File: src/rtl/mul_32_booth_seq_pkg.sv
// ---------------------------------------------------------------------------
// mul_32_booth_seq_pkg
//    Shared definitions for the sequential radix-4 Booth multiplier:
//    FSM state encodings, Booth select codes, and the bit-pair decoder
//    that maps {Q[1],Q[0],q_m1} onto a select code.
// ---------------------------------------------------------------------------
package mul_32_booth_seq_pkg;

   // Controller states
   typedef enum logic [1:0] {
      ST_IDLE = 2'd0,
      ST_RUN  = 2'd1,
      ST_DONE = 2'd2
   } state_e;

   // Term chosen for one radix-4 Booth digit
   typedef enum logic [2:0] {
      SEL_ZERO = 3'd0,
      SEL_POS1 = 3'd1,
      SEL_POS2 = 3'd2,
      SEL_NEG1 = 3'd3,
      SEL_NEG2 = 3'd4
   } booth_sel_e;

   // Booth digit for the bit pair {Q[1],Q[0]} plus the bit shifted out last
   function automatic booth_sel_e booth_select(input logic [2:0] bits);
      booth_sel_e sel;
      case (bits)
         3'b001, 3'b010: sel = SEL_POS1;
         3'b011:         sel = SEL_POS2;
         3'b100:         sel = SEL_NEG2;
         3'b101, 3'b110: sel = SEL_NEG1;
         default:        sel = SEL_ZERO;   // 000 and 111
      endcase
      return sel;
   endfunction

endpackage

File: src/rtl/mul_32_booth_seq_booth_pair_recode.sv
// ---------------------------------------------------------------------------
// mul_32_booth_seq_booth_pair_recode  (booth_pair_recode)
//    Combinational radix-4 Booth recoder. Turns one bit triple of the
//    multiplier into the signed partial-product term 0, +M, +2M, -M or -2M,
//    all at WIDTH+2 bits (wraps modulo 2^(WIDTH+2)).
//
//    Ports:
//       bits   in  3         {Q[1], Q[0], q_m1}
//       m_ext  in  WIDTH+2   multiplicand, already sign-extended
//       term   out WIDTH+2   selected term
// ---------------------------------------------------------------------------
module mul_32_booth_seq_booth_pair_recode
   import mul_32_booth_seq_pkg::*;
#(
   parameter int WIDTH = 32
) (
   input  logic [2:0]       bits,
   input  logic [WIDTH+1:0] m_ext,
   output logic [WIDTH+1:0] term
);

   localparam logic [WIDTH+1:0] ONE = {{(WIDTH+1){1'b0}}, 1'b1};

   logic [WIDTH+1:0] m_neg;

   // Two's-complement negation at the extended width, so -MIN does not overflow
   assign m_neg = ~m_ext + ONE;

   always_comb begin
      term = '0;
      case (booth_select(bits))
         SEL_POS1: term = m_ext;
         SEL_POS2: term = m_ext << 1;
         SEL_NEG1: term = m_neg;
         SEL_NEG2: term = m_neg << 1;
         default:  term = '0;
      endcase
   end

endmodule

File: src/rtl/mul_32_booth_seq.sv
// ---------------------------------------------------------------------------
// mul_32_booth_seq
//    Sequential signed multiplier, radix-4 Booth, 2 multiplier bits per
//    clock: WIDTH/2 iterations per product. Start/busy/done handshake; the
//    2*WIDTH-bit product is presented on hi/lo and held until the next one
//    completes.
//
//    Ports:
//       clk           in   1       rising-edge clock
//       clr           in   1       asynchronous active-low reset
//       start         in   1       request, sampled when not busy
//       multiplicand  in   WIDTH   signed M, captured on accepted start
//       multiplier    in   WIDTH   signed Q, captured on accepted start
//       busy          out  1       high while iterating
//       done          out  1       one-cycle pulse, hi/lo updated
//       hi            out  WIDTH   product upper half
//       lo            out  WIDTH   product lower half
// ---------------------------------------------------------------------------
module mul_32_booth_seq
   import mul_32_booth_seq_pkg::*;
#(
   parameter int WIDTH = 32
) (
   input  logic             clk,
   input  logic             clr,
   input  logic             start,
   input  logic [WIDTH-1:0] multiplicand,
   input  logic [WIDTH-1:0] multiplier,
   output logic             busy,
   output logic             done,
   output logic [WIDTH-1:0] hi,
   output logic [WIDTH-1:0] lo
);

   localparam int N  = WIDTH / 2;
   localparam int CW = (N > 1) ? $clog2(N) : 1;
   localparam logic [CW-1:0] LAST     = CW'(N - 1);
   localparam logic [CW-1:0] CNT_ONE  = CW'(1);

   state_e           state_q, state_d;
   logic [WIDTH+1:0] m_q, m_d;
   logic [WIDTH+1:0] acc_q, acc_d;
   logic [WIDTH-1:0] q_q, q_d;
   logic             q_m1_q, q_m1_d;
   logic [CW-1:0]    count_q, count_d;
   logic [WIDTH-1:0] hi_q, hi_d;
   logic [WIDTH-1:0] lo_q, lo_d;

   logic [WIDTH+1:0] term;
   logic [WIDTH+1:0] sum;
   logic [WIDTH+1:0] acc_shift;
   logic [WIDTH-1:0] q_shift;
   logic             q_m1_shift;

   mul_32_booth_seq_booth_pair_recode #(
      .WIDTH (WIDTH)
   ) u_recode (
      .bits  ({q_q[1:0], q_m1_q}),
      .m_ext (m_q),
      .term  (term)
   );

   // One iteration: add the Booth term, then arithmetic shift {sum,Q,q_m1}
   // right by two. The two low bits of sum move into the top of Q.
   always_comb begin
      sum        = acc_q + term;
      acc_shift  = {{2{sum[WIDTH+1]}}, sum[WIDTH+1:2]};
      q_shift    = {sum[1:0], q_q[WIDTH-1:2]};
      q_m1_shift = q_q[1];
   end

   always_comb begin
      state_d = state_q;
      m_d     = m_q;
      acc_d   = acc_q;
      q_d     = q_q;
      q_m1_d  = q_m1_q;
      count_d = count_q;
      hi_d    = hi_q;
      lo_d    = lo_q;

      case (state_q)
         ST_IDLE, ST_DONE: begin
            // DONE accepts a new start too, giving back-to-back operation
            if (start) begin
               state_d = ST_RUN;
               m_d     = {{2{multiplicand[WIDTH-1]}}, multiplicand};
               acc_d   = '0;
               q_d     = multiplier;
               q_m1_d  = 1'b0;
               count_d = '0;
            end else begin
               state_d = ST_IDLE;
            end
         end
         ST_RUN: begin
            acc_d   = acc_shift;
            q_d     = q_shift;
            q_m1_d  = q_m1_shift;
            count_d = count_q + CNT_ONE;
            if (count_q == LAST) begin
               state_d = ST_DONE;
               // Capture the post-shift values of the final iteration
               hi_d    = acc_shift[WIDTH-1:0];
               lo_d    = q_shift;
            end
         end
         default: state_d = ST_IDLE;
      endcase
   end

   always_ff @(posedge clk or negedge clr) begin
      if (!clr) begin
         state_q <= ST_IDLE;
         m_q     <= '0;
         acc_q   <= '0;
         q_q     <= '0;
         q_m1_q  <= 1'b0;
         count_q <= '0;
         hi_q    <= '0;
         lo_q    <= '0;
      end else begin
         state_q <= state_d;
         m_q     <= m_d;
         acc_q   <= acc_d;
         q_q     <= q_d;
         q_m1_q  <= q_m1_d;
         count_q <= count_d;
         hi_q    <= hi_d;
         lo_q    <= lo_d;
      end
   end

   assign busy = (state_q == ST_RUN);
   assign done = (state_q == ST_DONE);
   assign hi   = hi_q;
   assign lo   = lo_q;

endmodule
File: config.mk
export PLATFORM = sky130hd
export DESIGN_NAME = mul_32_booth_seq
export DESIGN_NICKNAME = d
export VERILOG_FILES = /design/src/rtl/mul_32_booth_seq_pkg.sv /design/src/rtl/mul_32_booth_seq_booth_pair_recode.sv /design/src/rtl/mul_32_booth_seq.sv
export SDC_FILE = /design/constraint.sdc
export NUM_CORES = 1
export LEC_CHECK = 0
export CAP_MARGIN = 20
export CORE_MARGIN = 1
export CORE_UTILIZATION = 45
export CTS_BUF_LIST = sky130_fd_sc_hd__clkbuf_4
export DETAILED_ROUTE_END_ITERATION = 8
export HOLD_SLACK_MARGIN = 0.03
export PLACE_DENSITY = 0.77
export SYNTH_ARGS = -nofsm -noshare
export SYNTH_HDL_FRONTEND = slang
export SYNTH_SLANG_ARGS = --single-unit
export TNS_END_PERCENT = 30
File: constraint.sdc
create_clock -name clk -period 12.66 [get_ports clk]
set_clock_uncertainty 0.15 [all_clocks]
set_input_delay 1.266 -clock clk [delete_from_list [all_inputs] [get_ports clk]]
set_output_delay 1.266 -clock clk [all_outputs]
set_load 0.01 [all_outputs]
==> results.md <==
- Setup TNS Final: 0 ns
- Synth top area cells: dfrtp_1, nand2_1, ha_1
- Post-Syn Area: around 0.01 mm²
- Max_cap viols: 0
- Post-route ant nets: 0
- Final slew viol count: 0
- CP top delay family: simple AND/OR/NAND/NOR gates
- Via count: 8957
- Final Setup Violations: 0
- Synth Area in Adders: between 4 and 5%
- # resized after CTS: 0
- Antenna cells: 0
- Largest net degree at the start of global routing: 69
- Via-to-Cell Ratio: approximately 5.6
- Synth-to-Final Area Change: 17.7%
- # Post-CTS Setup Buffers: 0
- WL final: 26500 µm
- Total congestion overflow: 0
- Final worst path period share: between 40 and 50%
- Syn Inst Count: ~1200
- Htree depth: 4
- Final WS setup: 7.09 ns
- Die width: between 150 and 200 µm
- Compound-Gate Fraction of Synth Area: 19.2%
- Die area: 0.0229 mm²
- Crit path buffers/inverters: 1
- Critical path required time: 13.01 ns
- Unrepaired setup endpoints after global routing: no
- Final hold vios: 0
- Synth top area share: between 40% and 50%
- Critical path arrival: around 5.9 ns
- Worst Setup Start Kind: flip-flop
- Register area: 0.00418 mm²
- Clk sinks: roughly 170
- Hold_sp: hi[13]$_DFFE_PN0P_
- Synth Area in XOR/XNOR: between 5 and 6%
- Initial antenna violation count: 0
- Global-route usage over all layers: 24.1%
- Vias in the first global route: ~8600
- Max Freq: around 0.18 GHz
- Placer Congestion: between 0.9 and 1
- Syn_area_per_cell: 8.24 µm²
- Fill cells: between 2000 and 2500
- CTS tree: yes
- Status: completed
- Mapped Nets: 1318
- Reg-to-Reg End: acc_q[32]$_DFFE_PN0P_
- Hold buffers post-CTS: 0
- Top FF cell, synth: dfrtp_1
- Drt first pass iters: 5
- Post-synth ARST share: 100%
- Synth Register Bits: approximately 170
- IO buf count: about 130
- 1st-iter DRT viols: 607
- WS Path Type: reg2reg
- Critical-path top delay cell: dfrtp_1
- Path depth of the worst reg2reg path: 15
- CTS Buf Count: 17
- Die Y: around 150 µm
- Hold depth: 2
- Drt wl/cell: between 15 and 20 µm
- Register-to-register setup slack: roughly 7 ns
- Synth Area in Simple Gates: about a quarter
- WHS Endpoint: hi[13]$_DFFE_PN0P_
- Share of layout cells above drive strength 1: just under 6%
- Ports: between 100 and 150
- Area of the multi-input gates: 0.00551 mm²
- Worst Path Max Fanout: 29
- Root Driver: clkbuf_4
- Cell Chain, Critical Path: nand2_1 -> nor2_1 -> o21ai_0 -> o21a_1 -> inv_1 -> ha_1 -> a211oi_1 -> nor3_1 -> nor3b_1 -> o21ai_1 -> a211oi_2 -> o221ai_1 -> and4_1 -> nor4_1 -> a31oi_1
- Multiplexer area fraction after synthesis: approximately 1.2%
- Synth warn: 0
- Number of synthesized flops with an enable pin: 0
- Crit path time final: 5.57 ns
- Leading area contributor after synthesis: dfrtp_1
- Worst-skew pair later-pin latency: ~0.62 ns
- Standard-cell row count: 54
- Post-synth cell types: 73
- Nets: between 1000 and 1500
- Clock transition at path regs: roughly 0.15 ns
- Hold Crit Class: reg2reg
- Post-Place Worst Slack: about 7.2 ns
- Least-Margin Pin Slew: approximately 0.91 ns
- Detail Placement HPWL: 18300 µm
- R2r startpoint: q_m1_q$_DFFE_PN0P_
- CTS Buffer Depth: 2
- Post-synthesis sequential area ratio: 41.7%
- Max incr delay on CP: a little over 0.9 ns
- Main combinational cell family by area after synthesis: simple AND/OR/NAND/NOR gates
- Rel. slew slack: around 40%
- WP depth: 15
- Critical path capture point type: flip-flop
- Core area: roughly 0.022 mm²
- Drt drc: 0
- Final hold slack: 0.342 ns
- First-pass GRT wire length: approximately 43000 µm
- Initial Util: 45.9%
[cells in the mapped netlist, types with 14 or more instances]
cell type    n
dfrtp_1    167
ha_1        35
clkbuf_1    55
buf_1       14
nand3_1     16
a22o_1      29
a21o_1      19
a21oi_1     50
nor3_1      20
nor2_1      61
nand2_1    384
a22oi_1     39
nand2b_1    17
inv_1       15
xor2_1      26
o21ai_0     75
xnor2_1     38
[placed cells by master, fill, tap and decap left out, types with 4 or more instances in the layout]
cell and instances:
nand2_1 383, a221oi_1 7, o211ai_1 9, mux2_2 8
and2_1 4, a22oi_1 39, nor2b_1 7, xor2_1 26
clkbuf_4 17, o21a_1 6, o21bai_1 4, dfrtp_1 167
clkdlybuf4s50_1 131, a21oi_1 50, buf_4 11, nor3_1 20
nand3_1 16, a22o_1 29, a21o_1 19, or3_1 10
o311ai_0 4, nand4_1 6, nand2b_1 17, xnor2_1 38
ha_1 35, and3_1 5, inv_8 8, nor2_1 60
o21ai_0 75, a211oi_1 5, inv_1 15, a31oi_1 12
o22ai_1 8
[registers in the layout, indices dropped and copies added, names as in the netlist]
register	count
acc_q	32
hi	32
lo	32
m_q	32
q_q	32
count_q	4
state_q	2
q_m1_q	1
[worst max-delay path by stage]
stage	to	startpoint	slack, ns
after floorplan	acc_q[32]$_DFFE_PN0P_	m_q[5]$_DFFE_PN0P_	8.38
after global placement	acc_q[32]$_DFFE_PN0P_	q_m1_q$_DFFE_PN0P_	7.47
after detailed placement	acc_q[32]$_DFFE_PN0P_	q_m1_q$_DFFE_PN0P_	7.25
after CTS	acc_q[32]$_DFFE_PN0P_	q_m1_q$_DFFE_PN0P_	7.22
after global routing	acc_q[32]$_DFFE_PN0P_	q_m1_q$_DFFE_PN0P_	6.62
final	acc_q[32]$_DFFE_PN0P_	q_m1_q$_DFFE_PN0P_	7.09
[area by class of cell]
class	count	share of cell area, %
multi-input cells	958	46.8
clock buffers	17	1.08
inverters	17	0.541
flip-flops and latches	167	35.5
repair buffers	143	11.9
clock inverters	15	1.26
well taps	280	2.97
[tightest hold or removal path: stages, from the launching register on]
cell     delay (ns)
dfrtp_1        0.37
nand2_1        0.05
nand2_1        0.05
[through the flow]
step,instance area [µm²],utilization (%),std cells
CTS,11800,54.0,1596
global placement,11500,52.7,1564
floorplan,10000,-,1215
detailed placement,11500,52.7,1564
finish,11800,54.0,1597
global route,11800,54.0,1597
[routing by layer]
layer | GRT usage [%] | share of wire [%]
met1 | 32.3 | 46
met2 | 38.5 | 46
met3 | 5.87 | 6.7
met4 | 6.85 | 1.6
met5 | 0 | 0
[logic make-up after synthesis]
family	count (synthesis)
XOR/XNOR	65
AO/OA/AOI/OAI	289
buffers and inverters	90
multiplexers	11
AND/OR/NAND/NOR	557
adder cells (fa/ha/maj)	36
flip-flops	167
Power is not shown: default switching activity piles up to over one toggle a cycle in this logic, so the estimate is an artifact.
